`src/rtl/sfifo_watermark_if.sv`:
```
// sfifo_watermark_if: push/pop bus of the watermark FIFO.
// The master side is the producer/consumer; the slave side is the FIFO.
interface sfifo_watermark_if #(
  parameter int BW     = 8,
  parameter int LGFLEN = 4
);
  logic              i_wr;
  logic [BW-1:0]     i_data;
  logic              o_full;
  logic [LGFLEN:0]   o_fill;
  logic              i_rd;
  logic [BW-1:0]     o_data;
  logic              o_empty;

  modport master (
    output i_wr, i_data, i_rd,
    input  o_full, o_fill, o_data, o_empty
  );

  modport slave (
    input  i_wr, i_data, i_rd,
    output o_full, o_fill, o_data, o_empty
  );
endinterface

```
`src/rtl/sfifo_watermark.sv`:
```
// sfifo_watermark: synchronous FIFO with hysteretic watermark flag,
// rising-edge interrupt and sticky overflow/underflow errors.
module sfifo_watermark #(
  parameter int BW             = 8,
  parameter int LGFLEN         = 4,
  parameter bit OPT_ASYNC_READ = 1'b1
) (
  input  logic            i_clk,
  input  logic            i_reset,
  sfifo_watermark_if.slave bus,
  input  logic [LGFLEN:0] i_hi_thresh,
  input  logic [LGFLEN:0] i_lo_thresh,
  output logic            o_hi,
  output logic            o_lo,
  output logic            o_level,
  output logic            o_int,
  input  logic            i_err_clr,
  output logic            o_overflow,
  output logic            o_underflow
);

  localparam int FLEN = 1 << LGFLEN;
  localparam logic [LGFLEN:0] FULLV =
    (LGFLEN+1)'(FLEN);
  localparam logic [LGFLEN:0] FONE = 1;
  localparam logic [LGFLEN-1:0] PONE = 1;

  typedef enum logic {
    LVL_LOW  = 1'b0,
    LVL_HIGH = 1'b1
  } lvl_e;

  logic [BW-1:0]     mem_q [FLEN];
  logic [LGFLEN-1:0] wr_ptr_q;
  logic [LGFLEN-1:0] rd_ptr_q;
  logic [LGFLEN-1:0] rd_nxt;
  logic [LGFLEN:0]   fill_q;
  logic [LGFLEN:0]   fill_d;
  logic              full_q;
  logic              empty_q;
  logic              hi_q;
  logic              lo_q;
  logic              ovf_q;
  logic              ovf_d;
  logic              unf_q;
  logic              unf_d;
  lvl_e              state_q;
  lvl_e              state_d;
  logic              int_q;
  logic              int_d;
  logic              w_wr;
  logic              w_rd;

  // Nothing is accepted during the reset cycle.
  assign w_wr = bus.i_wr && !full_q && !i_reset;
  assign w_rd = bus.i_rd && !empty_q && !i_reset;
  assign rd_nxt = rd_ptr_q + PONE;

  // Next fill level drives counters, flags and the level FSM.
  always_comb begin
    fill_d = fill_q;
    unique case (1'b1)
      (w_wr && !w_rd): fill_d = fill_q + FONE;
      (!w_wr && w_rd): fill_d = fill_q - FONE;
      default:         fill_d = fill_q;
    endcase
  end

  // Storage array, deliberately not reset.
  always_ff @(posedge i_clk) begin
    if (w_wr) mem_q[wr_ptr_q] <= bus.i_data;
  end

  // Pointers, fill count and the watermark compares.
  always_ff @(posedge i_clk) begin
    if (i_reset) begin
      wr_ptr_q <= '0;
      rd_ptr_q <= '0;
      fill_q   <= '0;
      full_q   <= 1'b0;
      empty_q  <= 1'b1;
      hi_q     <= 1'b0;
      lo_q     <= 1'b1;
    end else begin
      if (w_wr) wr_ptr_q <= wr_ptr_q + PONE;
      if (w_rd) rd_ptr_q <= rd_nxt;
      fill_q  <= fill_d;
      full_q  <= (fill_d == FULLV);
      empty_q <= (fill_d == '0);
      hi_q    <= (fill_d >= i_hi_thresh);
      lo_q    <= (fill_d <= i_lo_thresh);
    end
  end

  // Sticky errors: a new error beats a clear.
  always_comb begin
    ovf_d = (bus.i_wr && full_q) ||
            (ovf_q && !i_err_clr);
    unf_d = (bus.i_rd && empty_q) ||
            (unf_q && !i_err_clr);
  end

  // Sticky error registers.
  always_ff @(posedge i_clk) begin
    if (i_reset) begin
      ovf_q <= 1'b0;
      unf_q <= 1'b0;
    end else begin
      ovf_q <= ovf_d;
      unf_q <= unf_d;
    end
  end

  // Level FSM state and its registered entry pulse.
  always_ff @(posedge i_clk) begin
    if (i_reset) begin
      state_q <= LVL_LOW;
      int_q   <= 1'b0;
    end else begin
      state_q <= state_d;
      int_q   <= int_d;
    end
  end

  // Only the exit condition of the current state is tested.
  always_comb begin
    state_d = state_q;
    int_d   = 1'b0;
    unique case (state_q)
      LVL_LOW: begin
        if (fill_d >= i_hi_thresh) begin
          state_d = LVL_HIGH;
          int_d   = 1'b1;
        end
      end
      LVL_HIGH: begin
        if (fill_d <= i_lo_thresh)
          state_d = LVL_LOW;
      end
      default: state_d = LVL_LOW;
    endcase
  end

  // Level FSM outputs.
  always_comb begin
    o_level = (state_q == LVL_HIGH);
    o_int   = int_q;
  end

  assign bus.o_full    = full_q;
  assign bus.o_empty   = empty_q;
  assign bus.o_fill    = fill_q;
  assign o_hi          = hi_q;
  assign o_lo          = lo_q;
  assign o_overflow    = ovf_q;
  assign o_underflow   = unf_q;

  if (OPT_ASYNC_READ) begin : g_async
    assign bus.o_data = mem_q[rd_ptr_q];
  end else begin : g_sync
    logic [BW-1:0] rdata_q;

    // Head register: reload on pop, bypass when the
    // written word becomes the head next cycle.
    always_ff @(posedge i_clk) begin
      if (w_rd) begin
        if (w_wr && (wr_ptr_q == rd_nxt))
          rdata_q <= bus.i_data;
        else
          rdata_q <= mem_q[rd_nxt];
      end else if (w_wr && empty_q) begin
        rdata_q <= bus.i_data;
      end
    end

    assign bus.o_data = rdata_q;
  end

endmodule
```
`src/flat_wrapper.sv`:
```
// flat-port wrapper written by rule: the top's interface ports become plain ports
module sfifo_watermark_flat 
#(
  parameter int BW             = 8,
  parameter int LGFLEN         = 4,
  parameter bit OPT_ASYNC_READ = 1'b1
)
  (i_clk, i_reset, i_hi_thresh, i_lo_thresh, o_hi, o_lo, o_level, o_int, i_err_clr, o_overflow, o_underflow, bus_i_wr, bus_i_data, bus_i_rd, bus_o_full, bus_o_fill, bus_o_data, bus_o_empty);
  sfifo_watermark_if #(.BW(BW), .LGFLEN(LGFLEN)) bus_i ();
  input  logic i_clk;
  input  logic i_reset;
  input  logic [LGFLEN:0] i_hi_thresh;
  input  logic [LGFLEN:0] i_lo_thresh;
  output logic o_hi;
  output logic o_lo;
  output logic o_level;
  output logic o_int;
  input  logic i_err_clr;
  output logic o_overflow;
  output logic o_underflow;
  input wire logic [$bits(bus_i.i_wr)-1:0] bus_i_wr;
  input wire logic [$bits(bus_i.i_data)-1:0] bus_i_data;
  input wire logic [$bits(bus_i.i_rd)-1:0] bus_i_rd;
  output wire logic [$bits(bus_i.o_full)-1:0] bus_o_full;
  output wire logic [$bits(bus_i.o_fill)-1:0] bus_o_fill;
  output wire logic [$bits(bus_i.o_data)-1:0] bus_o_data;
  output wire logic [$bits(bus_i.o_empty)-1:0] bus_o_empty;
  assign bus_i.i_wr = bus_i_wr;
  assign bus_i.i_data = bus_i_data;
  assign bus_i.i_rd = bus_i_rd;
  assign bus_o_full = bus_i.o_full;
  assign bus_o_fill = bus_i.o_fill;
  assign bus_o_data = bus_i.o_data;
  assign bus_o_empty = bus_i.o_empty;
  sfifo_watermark #(.BW(BW), .LGFLEN(LGFLEN), .OPT_ASYNC_READ(OPT_ASYNC_READ)) u_core (.i_clk(i_clk), .i_reset(i_reset), .bus(bus_i), .i_hi_thresh(i_hi_thresh), .i_lo_thresh(i_lo_thresh), .o_hi(o_hi), .o_lo(o_lo), .o_level(o_level), .o_int(o_int), .i_err_clr(i_err_clr), .o_overflow(o_overflow), .o_underflow(o_underflow));
endmodule
```
`config.mk`:
```
export PLATFORM = sky130hd
export DESIGN_NAME = sfifo_watermark_flat
export DESIGN_NICKNAME = d
export VERILOG_FILES = /design/src/rtl/sfifo_watermark_if.sv /design/src/rtl/sfifo_watermark.sv /design/src/flat_wrapper.sv
export SDC_FILE = /design/constraint.sdc
export NUM_CORES = 1
export LEC_CHECK = 0
export CORE_MARGIN = 2
export CORE_UTILIZATION = 37
export DETAILED_ROUTE_END_ITERATION = 8
export PLACE_DENSITY = 0.51
export SLEW_MARGIN = 20
export SYNTH_ARGS = -nofsm -noshare
export SYNTH_HDL_FRONTEND = slang
export SYNTH_SLANG_ARGS = --single-unit
```
`constraint.sdc`:
```
create_clock -name i_clk -period 3.64 [get_ports i_clk]
set_input_delay 0.364 -clock i_clk [delete_from_list [all_inputs] [get_ports i_clk]]
set_output_delay 0.364 -clock i_clk [all_outputs]
set_load 0.005 [all_outputs]
```
* Word level (Yosys, flattened, before mapping)
Memory sizes are Yosys's and may differ from the RTL's. A register that Yosys moved wholly into a read port is not among the register bits.
Cells that the tools add are included.
** Word-level totals
- Flip-flop bits (word level) :: 21
- Memories :: 1
- Word-level logic and storage cells :: 48
- Output and inout port bits :: 21
- Bits of input ports :: 23
- RAM bits :: 128
** Memories
- u_core.mem_q :: words 16, bits a word 8, read ports 1, clocked after Yosys merged registers in 1, wr ports 1, line sfifo_watermark.sv:33 : logic [BW-1:0] mem_q [FLEN];
** Operators by class
- Add/sub/neg operators :: 4
- Order comparisons :: 2
- Eq/ne operators :: 1
- Bitwise operators :: 1
- Multiplexer cells :: 8
- Reduce and logical (&&, ||, !) cells :: 20
** Operators by type and width (number)
- logical AND 1 bit :: 10
- one-hot mux 5 bit (2 select lines) :: 1
- adder 4 x 1 -> 4 bit, second input constant :: 2
- 2-to-1 mux 4 bit :: 2
- zero test 1 bit :: 6
- adder 5 x 1 -> 5 bit, second input constant :: 1
- equality test 5 bit, second input constant :: 1
- greater-or-equal comparator 5 bit :: 1
- <= comparator 5 bit :: 1
- zero test 5 bit :: 1
- subtractor 5 x 1 -> 5 bit, second input constant :: 1
- 2-to-1 mux 1 bit :: 4
- logical OR 1 bit :: 2
- one-hot mux 1 bit (2 select lines) :: 1
- OR reduction 2 bit :: 1
- NOT 1 bit :: 1

* Logic depth before layout (Yosys ltp)
- Depth in word-level cells :: 9
- Depth in mapped cells :: 17
- Mapped depth without buffers :: 16

* Worst setup path before layout
OpenSTA, ideal clock, no wires.
- Kind :: in2reg
- From :: input bus_i_wr
- To :: register u_core.state_q, in the netlist u_core.o_level
- Stages :: 16
- Path buffers :: 1
- Data required time :: 3514 ps
- Path slack :: 302 ps
- Setup time :: 126 ps
- Arrival :: 3212 ps
- Cells stage by stage :: nor2b_1 -> nor2b_1 -> inv_1 -> ha_1 -> clkbuf_1 -> xor2_1 -> ha_1 -> a211o_1 -> nand3_1 -> a21oi_1 -> xnor2_1 -> inv_1 -> ha_1 -> and3b_1 -> a21oi_1 -> mux2i_1
** On the way
- Word-level cells in the longest chain between the ends :: 8
- Elaborated cells on any way between the ends :: 11
- Those cells by class :: order compare (2); mux (4); reduce/logical (5)
** Ends and longest elaborated chain
- start: declaration :: line flat_wrapper.sv:21 : input wire logic [$bits(bus_i.i_wr)-1:0] bus_i_wr;
- logical AND 1 bit (*) (2 in series) :: line sfifo_watermark.sv:55 : assign w_wr = bus.i_wr && !full_q && !i_reset;
- zero test 1 bit :: line sfifo_watermark.sv:64 : (!w_wr && w_rd): fill_d = fill_q - FONE;
- logical AND 1 bit :: line sfifo_watermark.sv:64
- one-hot mux 5 bit (2 select lines) (*) :: line sfifo_watermark.sv:62 : unique case (1'b1)
- via u_core.fill_d[4] :: line sfifo_watermark.sv:38 : logic [LGFLEN:0] fill_d;
- <= comparator 5 bit / greater-or-equal comparator 5 bit (equally long branches) :: line sfifo_watermark.sv:137, sfifo_watermark.sv:131
- 2-to-1 mux 1 bit (on tied branches) :: line sfifo_watermark.sv:137, sfifo_watermark.sv:131
- one-hot mux 1 bit (2 select lines) (*) :: line sfifo_watermark.sv:129 : unique case (state_q)
- end signal: assignment :: line sfifo_watermark.sv:120 : state_q <= state_d;
- end: declaration :: line sfifo_watermark.sv:47 : lvl_e state_q;
The timed path passes the listed nets; every way through them passes the cells marked *.
A chain may end at the register's enable or synchronous reset.

* Final worst setup path
Ends and elaborated chain as after synthesis.

==> summary.md <==
| Metric | Value |
|---|---|
| ANT cells | `0` |
| HP Start | `u_core.o_level` |
| Period Utilization, post-route | `86.4%` |
| Syn_nets | `390` |
| Gr usage total | `15.2%` |
| Slew Limit Headroom | `52.8%` |
| Finished Cell Area | `0.00770 mm^2` |
| Worst R2R End | `u_core.o_level` |
| CORE AREA | `0.0166 mm^2` |
| Cells after Synth | `349` |
| CP max stage delay | `0.47 ns` |
| Synth async-reset ratio | `0%` |
| Placed instance count | `621` |
| Postcts setup bufs | `0` |
| Post-DR vias/cell | `5.00` |
| Die Area | `0.0182 mm^2` |
| Num CTS Buffers | `17` |
| Rows | `47` |
| Clk root buf | `clkbuf_16` |
| Max frequency | `318 MHz` |
| CTS Sinks | `153` |
| Post-DP HPWL | `8170 um` |
| Die width | `135 um` |
| #FFs+latches synth | `153` |
| Routed vias | `3263` |
| Final Power | `3900 uW` |
| Worst vdd ir | `0.000318 V` |
| Worst r2r src | `u_core.bus.o_full` |
| Setup TNS | `0 ns` |
| DRT antenna net count | `0` |
| Clk_lat worst skew | `0.42 ns` |
| Worst Hold Depth | `1` |
| Mapped Avg Cell Area | `18.2 um^2` |
| Maxcap violations | `0` |
| Register area share after synthesis | `68.5%` |
| Vias in the first global route | `3355` |
| Hold Vio Cnt, Final | `0` |
| Layout cell share with drive strength beyond 1 | `17.6%` |
| Clk_skew | `0.0116 ns` |
| Initial antenna violation count | `0` |
| Global route overflow | `0` |
| # DRC | `0` |
| Clock Tree Buf Depth | `2` |
| CTS tree | `yes` |
| Worst Tran Pin Value | `0.706 ns` |
| Reg2reg path depth | `15` |
| Yosys Warn Count | `0` |
| First-pass GRT wire length | `19700 um` |
| Worst EP required | `3.94 ns` |
| Routed len/inst | `19.5 um` |
| Crit-path slowest cell | `clkdlybuf4s50_1` |
| Crit path capture type | `register` |
| Cts hold-fix bufs | `0` |
| CP Data Arrival Time | `3.44 ns` |
| Setup slack, reg-to-reg | `0.61 ns` |
| Startpoint types | `input port` |
| Htree depth | `4` |
| Type of the worst setup path | `input port to register` |
| Largest area contributor in the netlist | `edfxtp_1` |
| CTS clk-pin slew, worst paths | `0.06 ns` |
| Worst Hold Class | `register to register` |
| Num ports | `44` |
| Largest net degree at the start of global routing | `33` |
| Initial core utilization | `38.1%` |
| Area Overhead vs Synth | `21.3%` |
| PD cells | `506 mW/mm^2` |
| Min Tclk post-route | `3.15 ns` |
| Cell Chain, Critical Path | `clkdlybuf4s50_1, nor2b_1, nor2b_1, inv_1, ha_1, xor2_1, ha_1, a211o_1, nand3_1, a21oi_1, xnor2_1, inv_1, ha_1, and3b_1, a21oi_1, mux2i_1` |
| Top cells by area, synth | `edfxtp_1 (61%), mux4_1 (9.9%), dfxtp_1 (7.9%)` |
| Post-synth top flop | `edfxtp_1` |
| Most common cell on crit path | `ha_1` |
| Most common cell after layout, fill and taps aside | `edfxtp_1` |
| Fin. max-slew vios | `0` |
| Commonest non-fill, non-tap cells in the layout | `edfxtp_1 (128), clkdlybuf4s50_1 (43), nor2_1 (29)` |
| Setup Viol. Count Final | `0` |
| Leakage | `0.00269 uW` |
| Global placement routability congestion | `0.785` |
| IO buf count | `43` |
| Top-area cell type share of the netlist area | `60.6%` |
| Worst Hold Path EP | `u_core.o_int` |
| DR pass1 iterations | `4` |
| Placed cell areas | `0.00714 mm^2` |
| Drt total wl | `12800 um` |
| Mapped Area | `0.00634 mm^2` |
| Non-filler cells, final | `653` |
| CP max FO | `3` |
| Count of different cell masters after synthesis | `38` |
| RSZ-0062 raised after global routing | `false` |
| Number of synthesized flops with an enable pin | `128` |
| Die Y | `135 um` |
| Total Nets Final | `461` |
| Status | `finished, final reports clean` |
| Starting DRT DRC Count | `270` |
| Post-CTS sizing | `0` |
-- registers in the layout, summed over array words and instances, names as in the netlist, named ones only --
signal / flops
u_core.o_underflow: 1
u_core.o_hi: 1
u_core.wr_ptr_q: 4
u_core.o_overflow: 1
u_core.o_lo: 1
u_core.rd_ptr_q: 4
u_core.bus.o_fill: 5
u_core.o_int: 1
u_core.o_level: 1
u_core.mem_q: 128
u_core.bus.o_empty: 1
u_core.bus.o_full: 1
-- worst max-delay path by stage --
stage | from | endpoint | slack (ns) | depth (start not counted)
after CTS | bus_i_wr | u_core.o_level | 0.50 | 16
after global placement | bus_i_wr | u_core.o_level | 0.16 | 16
after floorplan | bus_i_wr | u_core.o_level | 0.30 | 16
after global routing | bus_i_wr | u_core.o_level | 0.23 | 17
final | bus_i_wr | u_core.o_level | 0.49 | 16
after detailed placement | bus_i_wr | u_core.o_level | 0.08 | 16
-- metal layers --
metal / vias to the layer above / global-route usage [%] / wire [um]
met2: 58 / 24.4 / 6240
met1: 1670 / 20.0 / 5920
li1: 1518 / - / -
met3: 17 / 3.98 / 430
met4: 0 / 5.50 / 168
met5: - / 0 / 0
-- critical path: cells and delay by family --
kind	cells	cell delay, ns
mux	1	0.10
fa+ha+maj	3	0.73
buf+inv	3	0.65
simple gates	4	0.61
compound gates	3	0.60
xor+xnor	2	0.38
-- area by class of cell --
class	count	area, um^2
Clock buffer	17	425
Clock inverter	15	128
Fill cell	1428	8950
Inverter	17	63.8
Multi-Input combinational cell	162	1820
Sequential cell	153	4350
Tap cell	220	275
Timing Repair Buffer	69	638
-- Yosys cell counts, types with 2 or more instances --
cell type / number
a21oi_1: 6
xnor2_1: 5
nor2_1: 29
clkbuf_1: 7
buf_1: 5
nand4_1: 2
buf_8: 2
dfxtp_1: 25
nor3b_1: 2
a211o_1: 3
inv_1: 17
edfxtp_1: 128
mux4_2: 16
mux2i_1: 2
a22oi_1: 2
ha_1: 18
nor2b_1: 7
a21o_1: 2
nand3_1: 4
nand2b_1: 6
nor3_1: 5
xor2_1: 7
nand2_1: 9
o21ai_0: 3
mux4_1: 24
-- report_power, final --
group          internal [uW]  switching (uW)
clock network            939             700
logic                    177             139
registers               1920            18.5
-- kinds of logic (layout without fill, tap and decap cells) --
kind of cell / count (synthesis) / in the layout / synth area share [%]
AO/OA/AOI/OAI: 22 / 22 / 2.29
XOR/XNOR: 12 / 12 / 1.66
adder cells (fa/ha/maj): 18 / 18 / 3.55
buffers and inverters: 34 / 118 / 2.80
flip-flops: 153 / 153 / 68.5
multiplexers: 43 / 43 / 16.1
AND/OR/NAND/NOR: 67 / 67 / 5.09
-- through the flow --
step	hold slack, ns	setup slack, ns	utilization [%]
after floorplan	0.440	0.302	-
after global placement	0.447	0.165	42.9
after detailed placement	0.472	0.0751	42.9
after CTS	0.486	0.499	46.2
after global routing	0.524	0.227	46.2
final	0.472	0.495	46.2
No activity file was read; power rests on OpenSTA's default activity.
